`config.mk`:
```
export PLATFORM = sky130hd
export DESIGN_NAME = instr_fetch_unit
export DESIGN_NICKNAME = d
export VERILOG_FILES = /design/src/rtl/rv_pkg.sv /design/src/rtl/ifu_fifo.sv /design/src/rtl/instr_fetch_unit.sv
export SDC_FILE = /design/constraint.sdc
export NUM_CORES = 1
export LEC_CHECK = 0
export ABC_AREA = 0
export BUFFER_PORTS_ARGS = -buffer_cell sky130_fd_sc_hd__buf_2
export CAP_MARGIN = 0
export CORE_MARGIN = 5
export CORE_UTILIZATION = 51
export CTS_CLUSTER_SIZE = 14
export DETAILED_ROUTE_END_ITERATION = 8
export PLACE_DENSITY = 0.84
export SYNTH_ARGS = -nofsm -noshare
export SYNTH_HDL_FRONTEND = slang
export SYNTH_HIERARCHICAL = 1
export SYNTH_SLANG_ARGS = --single-unit
```
`constraint.sdc`:
```
create_clock -name clk -period 4.2 [get_ports clk]
set_clock_uncertainty 0.2 [all_clocks]
set_input_delay 0 -clock clk [delete_from_list [all_inputs] [get_ports clk]]
set_output_delay 0 -clock clk [all_outputs]
set_load 0.01 [all_outputs]
```
`src/rtl/rv_pkg.sv`:
```
// Shared RV32 fetch/decode definitions.
// Contents: instruction width, canonical NOP encoding, major opcode enum
// (shared with the immediate generator) and an opcode legality helper.
package rv_pkg;

  localparam int unsigned INSTR_W   = 32;
  localparam logic [31:0] NOP_INSTR = 32'h0000_0013;

  typedef enum logic [6:0] {
    I_ALU  = 7'b0010011,
    LOAD   = 7'b0000011,
    STORE  = 7'b0100011,
    BRANCH = 7'b1100011,
    JAL    = 7'b1101111,
    LUI    = 7'b0110111,
    R_ALU  = 7'b0110011,
    JALR   = 7'b1100111
  } opcode_e;

  function automatic logic op_is_legal(input logic [6:0] op);
    case (op)
      I_ALU, LOAD, STORE, BRANCH, JAL, LUI, R_ALU, JALR: op_is_legal = 1'b1;
      default:                                           op_is_legal = 1'b0;
    endcase
  endfunction

endpackage

```
`src/rtl/ifu_fifo.sv`:
```
// Synchronous FIFO holding fetched entries for the fetch unit.
// Ports:
//   clk_i, rst_ni    clock, asynchronous active-low reset
//   push_i/push_data_i  write an entry (caller guarantees not full)
//   pop_i            remove the head (ignored when empty)
//   flush_i          empty the FIFO; dominates push and pop
//   head_o           head entry (undefined when empty)
//   count_o, empty_o occupancy
module ifu_fifo #(
  parameter int unsigned DEPTH  = 2,
  parameter int unsigned DATA_W = 64
) (
  input  logic                       clk_i,
  input  logic                       rst_ni,
  input  logic                       push_i,
  input  logic [DATA_W-1:0]          push_data_i,
  input  logic                       pop_i,
  input  logic                       flush_i,
  output logic [DATA_W-1:0]          head_o,
  output logic [$clog2(DEPTH):0]     count_o,
  output logic                       empty_o
);

  localparam int unsigned PW = $clog2(DEPTH);
  localparam int unsigned CW = PW + 1;

  logic [DATA_W-1:0] mem_q [DEPTH];
  logic [PW-1:0]     wr_ptr_q, rd_ptr_q;
  logic [CW-1:0]     count_q, count_d;
  logic              do_push, do_pop;

  assign empty_o = (count_q == '0);
  assign count_o = count_q;
  assign head_o  = mem_q[rd_ptr_q];
  assign do_push = push_i & ~flush_i;
  assign do_pop  = pop_i & ~empty_o & ~flush_i;

  always_comb begin
    count_d = count_q;
    if (do_push && !do_pop) begin
      count_d = count_q + CW'(1);
    end else if (!do_push && do_pop) begin
      count_d = count_q - CW'(1);
    end
  end

  always_ff @(posedge clk_i or negedge rst_ni) begin
    if (!rst_ni) begin
      wr_ptr_q <= '0;
      rd_ptr_q <= '0;
      count_q  <= '0;
    end else if (flush_i) begin
      wr_ptr_q <= '0;
      rd_ptr_q <= '0;
      count_q  <= '0;
    end else begin
      if (do_push) wr_ptr_q <= wr_ptr_q + PW'(1);
      if (do_pop)  rd_ptr_q <= rd_ptr_q + PW'(1);
      count_q <= count_d;
    end
  end

  always_ff @(posedge clk_i) begin
    if (do_push) mem_q[wr_ptr_q] <= push_data_i;
  end

endmodule

```
`src/rtl/instr_fetch_unit.sv`:
```
// Instruction fetch unit: holds the PC, issues word fetches under a credit
// limit of DEPTH, tags in-order responses with their request PC, buffers them
// in ifu_fifo and presents {pc, instr, op} to decode. Redirects flush the
// buffer and drop responses of in-flight fetches.
// Ports:
//   clk, rst_n                        clock, asynchronous active-low reset
//   imem_req_valid/ready/addr         fetch request channel
//   imem_rsp_valid/data               in-order fetch response, no backpressure
//   redirect_valid/redirect_pc        branch/jump redirect
//   dec_valid/ready, dec_instr/op/pc  decode handshake and head entry
//   dec_illegal                       illegal-encoding flag of head entry
// Build option: define IFU_ILLEGAL_CHECK_EN to compute dec_illegal; otherwise
// it is tied to 0.
module instr_fetch_unit
  import rv_pkg::*;
#(
  parameter logic [31:0] RESET_PC = 32'h0000_0000,
  parameter int unsigned DEPTH    = 2
) (
  input  logic               clk,
  input  logic               rst_n,
  output logic               imem_req_valid,
  input  logic               imem_req_ready,
  output logic [31:0]        imem_req_addr,
  input  logic               imem_rsp_valid,
  input  logic [INSTR_W-1:0] imem_rsp_data,
  input  logic               redirect_valid,
  input  logic [31:0]        redirect_pc,
  output logic               dec_valid,
  input  logic               dec_ready,
  output logic [INSTR_W-1:0] dec_instr,
  output logic [6:0]         dec_op,
  output logic [31:0]        dec_pc,
  output logic               dec_illegal
);

  localparam int unsigned PW = $clog2(DEPTH);
  localparam int unsigned CW = PW + 1;
  localparam int unsigned SW = CW + 2;
`ifdef IFU_ILLEGAL_CHECK_EN
  localparam int unsigned FW = 65;
`else
  localparam int unsigned FW = 64;
`endif

  logic [31:0]   pc_q, pc_d;
  logic [CW-1:0] out_q, out_d;
  logic [CW-1:0] drop_q, drop_d;
  logic          run_q;
  logic [31:0]   tag_q [DEPTH];
  logic [PW-1:0] tag_wr_q, tag_rd_q;
  logic [CW-1:0] fifo_count;
  logic          fifo_empty;
  logic [FW-1:0] push_data, head;
  logic [SW-1:0] credit_used;
  logic          req_fire, rsp_keep;
  logic [1:0]    unused_redirect_lsb;

  assign unused_redirect_lsb = redirect_pc[1:0];

  // run_q keeps the request channel quiet until the first edge after reset.
  assign credit_used    = SW'(out_q) + SW'(drop_q) + SW'(fifo_count);
  assign imem_req_valid = run_q & ~redirect_valid & (credit_used < SW'(DEPTH));
  assign imem_req_addr  = pc_q;
  assign req_fire       = imem_req_valid & imem_req_ready;
  assign rsp_keep       = imem_rsp_valid & ~redirect_valid & (drop_q == '0);

  always_comb begin
    pc_d   = pc_q;
    out_d  = out_q;
    drop_d = drop_q;
    if (redirect_valid) begin
      // Everything still owed by memory becomes stale; a response arriving
      // now retires one of those stale slots.
      pc_d   = {redirect_pc[31:2], 2'b00};
      out_d  = '0;
      drop_d = drop_q + out_q + CW'(req_fire) - CW'(imem_rsp_valid);
    end else begin
      if (req_fire) pc_d = pc_q + 32'd4;
      if (imem_rsp_valid && drop_q != '0) drop_d = drop_q - CW'(1);
      out_d = out_q + CW'(req_fire) - CW'(rsp_keep);
    end
  end

  always_ff @(posedge clk or negedge rst_n) begin
    if (!rst_n) begin
      pc_q   <= RESET_PC;
      out_q  <= '0;
      drop_q <= '0;
      run_q  <= 1'b0;
    end else begin
      pc_q   <= pc_d;
      out_q  <= out_d;
      drop_q <= drop_d;
      run_q  <= 1'b1;
    end
  end

  // PC tags of live (non-stale) outstanding requests, oldest at tag_rd_q.
  always_ff @(posedge clk or negedge rst_n) begin
    if (!rst_n) begin
      tag_wr_q <= '0;
      tag_rd_q <= '0;
    end else if (redirect_valid) begin
      tag_wr_q <= '0;
      tag_rd_q <= '0;
    end else begin
      if (req_fire) tag_wr_q <= tag_wr_q + PW'(1);
      if (rsp_keep) tag_rd_q <= tag_rd_q + PW'(1);
    end
  end

  always_ff @(posedge clk) begin
    if (req_fire) tag_q[tag_wr_q] <= pc_q;
  end

`ifdef IFU_ILLEGAL_CHECK_EN
  logic rsp_illegal;
  assign rsp_illegal = (imem_rsp_data[1:0] != 2'b11) | ~op_is_legal(imem_rsp_data[6:0]);
  assign push_data   = {rsp_illegal, tag_q[tag_rd_q], imem_rsp_data};
`else
  assign push_data   = {tag_q[tag_rd_q], imem_rsp_data};
`endif

  ifu_fifo #(
    .DEPTH  (DEPTH),
    .DATA_W (FW)
  ) u_fifo (
    .clk_i       (clk),
    .rst_ni      (rst_n),
    .push_i      (rsp_keep),
    .push_data_i (push_data),
    .pop_i       (dec_valid & dec_ready),
    .flush_i     (redirect_valid),
    .head_o      (head),
    .count_o     (fifo_count),
    .empty_o     (fifo_empty)
  );

  assign dec_valid = ~fifo_empty;
  assign dec_pc    = fifo_empty ? '0 : head[63:32];
  assign dec_instr = fifo_empty ? NOP_INSTR : head[31:0];
  assign dec_op    = dec_instr[6:0];
`ifdef IFU_ILLEGAL_CHECK_EN
  assign dec_illegal = ~fifo_empty & head[64];
`else
  assign dec_illegal = 1'b0;
`endif

endmodule
```
# [Yosys cells after proc, flatten, opt, wreduce, memory -nomap -nowiden]
# Memory sizes are Yosys's and may differ from the RTL's.
# Index checks and enable logic that the tools add are counted.
[totals] reg_bits=43 latch_bits=0 mem_bits_rw=192 rom_bits=0 input_bits=70 out_inout_bits=106 elab_cells=74 memories=2
[mem_list] memory="u_fifo.mem_q" words=2 width=64 read_ports=1 rd_clocked_by_memory_dff=0 wr=1 line="ifu_fifo.sv:27" rtl="logic [DATA_W-1:0] mem_q [DEPTH];"
[mem_list] memory="tag_q" words=2 width=32 read_ports=1 rd_clocked_by_memory_dff=0 wr=1 line="instr_fetch_unit.sv:50" rtl="logic [31:0] tag_q [DEPTH];"
[op_classes] n_addsub=15 multipliers=0 div=0 order_cmp=1 n_eq_ne=0 shifts=0 mux=22 n_bitwise=11 n_reduce_logical=14
[op_table] op="$mux 32" count=4
[op_table] op="$add 32x3->32 const B" count=1
[op_table] op="$mux 1" count=12
[op_table] op="$mux 2" count=6
[op_table] op="$reduce_bool 2->1" count=6
[op_table] op="$and 1x1->1" count=9
[op_table] op="$add 1x1->1 const B" count=4
[op_table] op="$add 2x1->2" count=2
[op_table] op="$add 3x2->4" count=1
[op_table] op="$logic_not 2->1" count=2
[op_table] op="$lt 4x2->1 const B" count=1
[op_table] op="$sub 2x1->2" count=2
[op_table] op="$sub 2x1->2 const B" count=2
[op_table] op="$add 2x2->3" count=1
[op_table] op="$logic_and 1x1->1" count=3
[op_table] op="$reduce_bool 3->1" count=1
[op_table] op="$add 2x1->2 const B" count=1
[op_table] op="$add 2x2->2" count=1
[op_table] op="$logic_not 1->1" count=2
[op_table] op="$not 1->1" count=2

# [Logic depth before layout (Yosys ltp)]
[depth] word_depth=9 ltp_mapped=13 mapped_depth_nobuf=11

# [Cells and area by module]
# The synthesis kept the hierarchy.
[by_module_without_submodules] mod="instr_fetch_unit" instances=1 cells_each=440 area_each_um2=5008.6 seq_area_each_um2=2727.6
[by_module_without_submodules] mod="ifu_fifo" instances=1 cells_each=221 area_each_um2=4849.7 seq_area_each_um2=3943.8

# [Worst setup path after synthesis]
# No wires, ideal clock.
[synth_path] path_kind="register to register" from="register drop_q[1]" to="memory u_fifo.mem_q[0][0], enable pin" arrival_time_ns=3.778 slack_ns=-0.264 path_stages_with_launch=7 period_less_slack_ns=4.464 cell_sequence="dfrtp_1 -> inv_1 -> ha_1 -> nand2_1 -> nor2_1 -> nand2b_1 -> nor2_1"
[synth_via] elab_chain_cells=5
[synth_rtl] element="start, declared" line="instr_fetch_unit.sv:48" rtl="logic [CW-1:0] drop_q, drop_d;"
[synth_rtl] element="start signal, assigned" line="instr_fetch_unit.sv:94" rtl="drop_q <= drop_d;"
[synth_rtl] element="$logic_not 2->1" line="instr_fetch_unit.sv:66" rtl="assign rsp_keep = imem_rsp_valid & ~redirect_valid & (drop_q == '0);"
[synth_rtl] element="$and 1x1->1" line="instr_fetch_unit.sv:66"
[synth_rtl] element="net rsp_keep" line="instr_fetch_unit.sv:56" rtl="logic req_fire, rsp_keep;"
[synth_rtl] element="$and 1x1->1" line="ifu_fifo.sv:35" rtl="assign do_push = push_i & ~flush_i;"
[synth_rtl] element="$mux 1" line="ifu_fifo.sv:64" rtl="if (do_push) mem_q[wr_ptr_q] <= push_data_i;"
[synth_rtl] element="$mux 1 (not written as such)" line="ifu_fifo.sv:64"
[synth_rtl] element="end, declared" line="ifu_fifo.sv:27"
# The timed path passes the listed nets, and every way through them passes these cells.

# [Final worst setup path]
[layout_path] from="register u_fifo.count_q[1] (netlist: u_fifo/count_o[1])" to="register pc_q[26] (netlist: imem_req_addr[26])"
[layout_via] elab_chain_cells=5
[layout_rtl] element="start, declared" line="ifu_fifo.sv:29" rtl="logic [CW-1:0] count_q, count_d;"
[layout_rtl] element="start signal, assigned" line="ifu_fifo.sv:59" rtl="count_q <= count_d;"
[layout_rtl] element="$add 3x2->4" line="instr_fetch_unit.sv:62" rtl="assign credit_used = SW'(out_q) + SW'(drop_q) + SW'(fifo_count);"
[layout_rtl] element="$lt 4x2->1" line="instr_fetch_unit.sv:63" rtl="assign imem_req_valid = run_q & ~redirect_valid & (credit_used < SW'(DEPTH));"
[layout_rtl] element="$and 1x1->1" line="instr_fetch_unit.sv:63"
[layout_rtl] element="$and 1x1->1" line="instr_fetch_unit.sv:65" rtl="assign req_fire = imem_req_valid & imem_req_ready;"
[layout_rtl] element="$reduce_bool 2->1 (no source line)"
[layout_rtl] element="end signal, assigned" line="instr_fetch_unit.sv:92" rtl="pc_q <= pc_d;"
[layout_rtl] element="end, declared" line="instr_fetch_unit.sv:46" rtl="logic [31:0] pc_q, pc_d;"
# Every way passes these cells.
# A chain may end at the register's enable or synchronous reset.

==> results.yml <==
clock_network:
  numCtsBuffers: 24
  path_clk_slew_ns: 0.06
  cts_resized: 0
  clk_root_buffer_cell: "clkbuf_16"
  cts_tree: "yes"
  insertion_delay_ns: 0.50
  cts_setup_buffers: 0
  htreeDepth: 1
  cts_sinks: 229
  clockBufferDepth: 3
  hold_buffers: 75
synth:
  synth-compound-area-share_pct: 4.00
  avgSynthCellArea_um2: 14.9
  ys_warn_count: 6
  synth-seq-cells: 229
  synthXorXnorAreaFrac_pct: 1.60
  yosysSeqAreaShare_pct: 67.7
  synth_area_um2: 9860
  synthSimpleGateAreaFrac_pct: 11.2
  synth_mux_area_share_pct: 11.1
  synth_top_family_by_area: "simple AND/OR/NAND/NOR gates"
  synth_cell_type_count: 55
  synth-adder-area-share_pct: 1.42
  syn_inst: 661
global_route:
  grt_use_total_pct: 19.1
  first_global_vias: 6507
  grt.overflow.total: 0
  grt_pass1_wl_um: 33900
  antenna_found_initial: 0
  grt_max_degree: 60
sta:
  tightest_slew_ns: 1.15
  final.min_clock_period_ns: 3.76
  clock.fmax_mhz: 266
  relSlewSlack_pct: 22.8
  rsz0062_at_grt: "false"
  fin_crit_sh_pct: 89.6
  slew_viol_final: 0
  setup_viol: 0
  hold_violations: 0
  timing.final.ws_setup_ns: 0.437
run_status:
  outcome: "finished, final reports clean"
worst_setup_path:
  startpoint: "u_fifo/count_o[1]"
  max_stage_delay_ns: 0.91
  worstReg2RegStart: "u_fifo/count_o[1]"
  cpMostUsedCell: "inv_1"
  cp-start-kind: "flip-flop"
  cp_cell_sequence: "inv_1 -> fa_1 -> inv_1 -> ha_1 -> nor2b_1 -> nand2_1 -> inv_2 -> nor2_1 -> a22oi_1 -> nand3_1 -> dlygate4sd3_1"
  rrSetupSlack_ns: 0.44
  crit_slowest_cell: "nor2_1"
  critPathMaxFanout: 16
  critPathArrivalTime_ns: 4.00
  required_ns: 4.44
  worstSetupPathType: "flip-flop to flip-flop"
  endpoint_kind: "flip-flop"
routing:
  wl_per_cell_um: 18.2
  vias: 6283
  drc: 0
  drtIter0Drc: 481
  drt.antenna.violating_nets: 0
  routed_wl_um: 21600
  first_pass_iters: 5
  vias_per_cell: 5.31
cells_and_area:
  drive_above_1_share_pct: 34.6
  multi_input_area_um2: 2950
  seq_area_um2: 6670
  area_delta_synth_final_pct: 25.9
  antenna-diode-count: 0
  fillers: 1338
  nNetsFinal: 985
floorplanning:
  fp.dieArea_um2: 22200
  die_width_um: 149
  ios: 176
  die_h_um: 149
  core_area_um2: 18900
  core.rowCount: 50
  start_util_pct: 52.2
placement:
  gp_congestion: 0.821
  io_buffer_count: 170
  dp_slack_ns: 0.944
  dp_hpwl_um: 12800
power_and_ir_drop:
  powerDensity_nw_per_um2: 449
  p_total_uw: 5570
  ir_drop_uv: 282
  leakage_uw: 0.00470
job:
  cap_violations: 0
worst_hold_path:
  hp-class: "input pin to async pin"
==> state kept, by name (all words and copies together), names as in the netlist <==
name,count
u_fifo/rd_ptr_q,1
u_fifo/count_o,2
u_fifo/wr_ptr_q,1
tag_q,60
imem_req_addr,30
tag_rd_q,1
u_fifo/mem_q,128
run_q,1
out_q,2
tag_wr_q,1
drop_q,2
==> metrics by stage <==
step                      area (µm²)  hold slack [ns]  setup TNS [ns]  instances  util [%]
after global placement         10900          -0.0122               0       1064      57.9
after detailed placement       10900         -0.00800               0       1064      57.9
after global routing           12400           0.0247               0       1183      65.7
after floorplan                 9880           -0.496          -33.77        667         -
after CTS                      12400          0.00505               0       1183      65.7
final                          12400          0.00960               0       1183      65.7
==> logic make-up after synthesis <==
| logic type | after synthesis |
|---|---|
| adder cells (fa/ha/maj) | 10 |
| other | 2 |
| buffers and inverters | 53 |
| flip-flops | 229 |
| AND/OR/NAND/NOR | 192 |
| AO/OA/AOI/OAI | 59 |
| multiplexers | 98 |
| XOR/XNOR | 18 |
==> Yosys cell counts, drive strengths merged <==
| library cell | n | area share, % |
|---|---|---|
| nor4b | 1 | 0.24 |
| a22oi | 5 | 0.38 |
| a31oi | 2 | 0.13 |
| o211ai | 6 | 0.46 |
| ha | 8 | 1.0 |
| nand3b | 2 | 0.15 |
| o21bai | 1 | 0.076 |
| a21o | 1 | 0.076 |
| a21oi | 7 | 0.36 |
| and4 | 2 | 0.18 |
| nand2 | 38 | 1.5 |
| inv | 12 | 0.46 |
| clkbuf | 14 | 0.53 |
| a32oi | 1 | 0.089 |
| xor2 | 8 | 0.71 |
| mux2i | 4 | 0.41 |
| or2 | 5 | 0.32 |
| nand4 | 14 | 0.89 |
| or3 | 5 | 0.33 |
| nor3b | 1 | 0.076 |
| a221o | 4 | 0.41 |
| a2111oi | 1 | 0.15 |
| nor2b | 70 | 4.4 |
| o311ai | 6 | 0.53 |
| and4bb | 1 | 0.13 |
| mux2 | 94 | 11 |
| nand2b | 2 | 0.13 |
| a211oi | 1 | 0.076 |
| o2bb2a | 1 | 0.10 |
| buf | 27 | 1.9 |
| fa | 2 | 0.41 |
| nor4 | 5 | 0.47 |
| or4 | 1 | 0.076 |
| and4b | 1 | 0.10 |
| xnor2 | 10 | 0.89 |
| nand3 | 15 | 0.94 |
| nor3 | 4 | 0.20 |
| nor2 | 21 | 0.80 |
| conb | 2 | 0.076 |
| edfxtp | 188 | 57 |
| and3 | 4 | 0.25 |
| o21ai | 23 | 1.2 |
| dfrtp | 41 | 10 |
==> layout make-up <==
class                   count  share of cell area [%]
clock buffers              37                    5.56
well taps                 260                    2.62
repair buffers            253                    13.7
inverters                  12                   0.363
multi-input cells         385                    23.8
clock inverters             7                   0.262
flip-flops and latches    229                    53.7
==> critical path: cells and delay by family (launching register included) <==
family	cells	cell delay [ns]
simple gates	4	1.21
buf+inv	4	0.86
fa+ha+maj	2	0.77
flops	1	0.48
compound gates	1	0.17
==> cell usage in the layout, fill, tap and decap left out, drive strengths merged, types with 21 or more instances in the layout <==
cell type / n
mux2: 94
nor2: 21
nor2b: 70
dlygate4sd3: 75
nand2: 38
buf: 178
clkbuf: 37
o21ai: 23
edfxtp: 188
dfrtp: 41
==> worst paths after layout <==
check,to,depth (start not counted)
worst max-delay path,imem_req_addr[26],11
worst min-delay path,imem_req_addr[25],2
worst max register to register,imem_req_addr[26],11
worst min register to register,u_fifo/mem_q[1][53],1
max in group asynchronous,u_fifo/rd_ptr_q,2
min in group clk,u_fifo/mem_q[0][9],2
==> report_power, final <==
| group | internal (µW) | switching (µW) |
|---|---|---|
| Combinational | 393 | 471 |
| Clock | 1130 | 795 |
| Sequential | 2650 | 136 |
| Total | 4170 | 1400 |
==> metal layers <==
metal,part of all wire [%],global-route usage [%]
met5,0,0
met4,2.1,5.08
met2,50,34.1
met1,41,24.2
met3,6.6,3.31
Note: power is estimated with default switching activity, not from simulation.
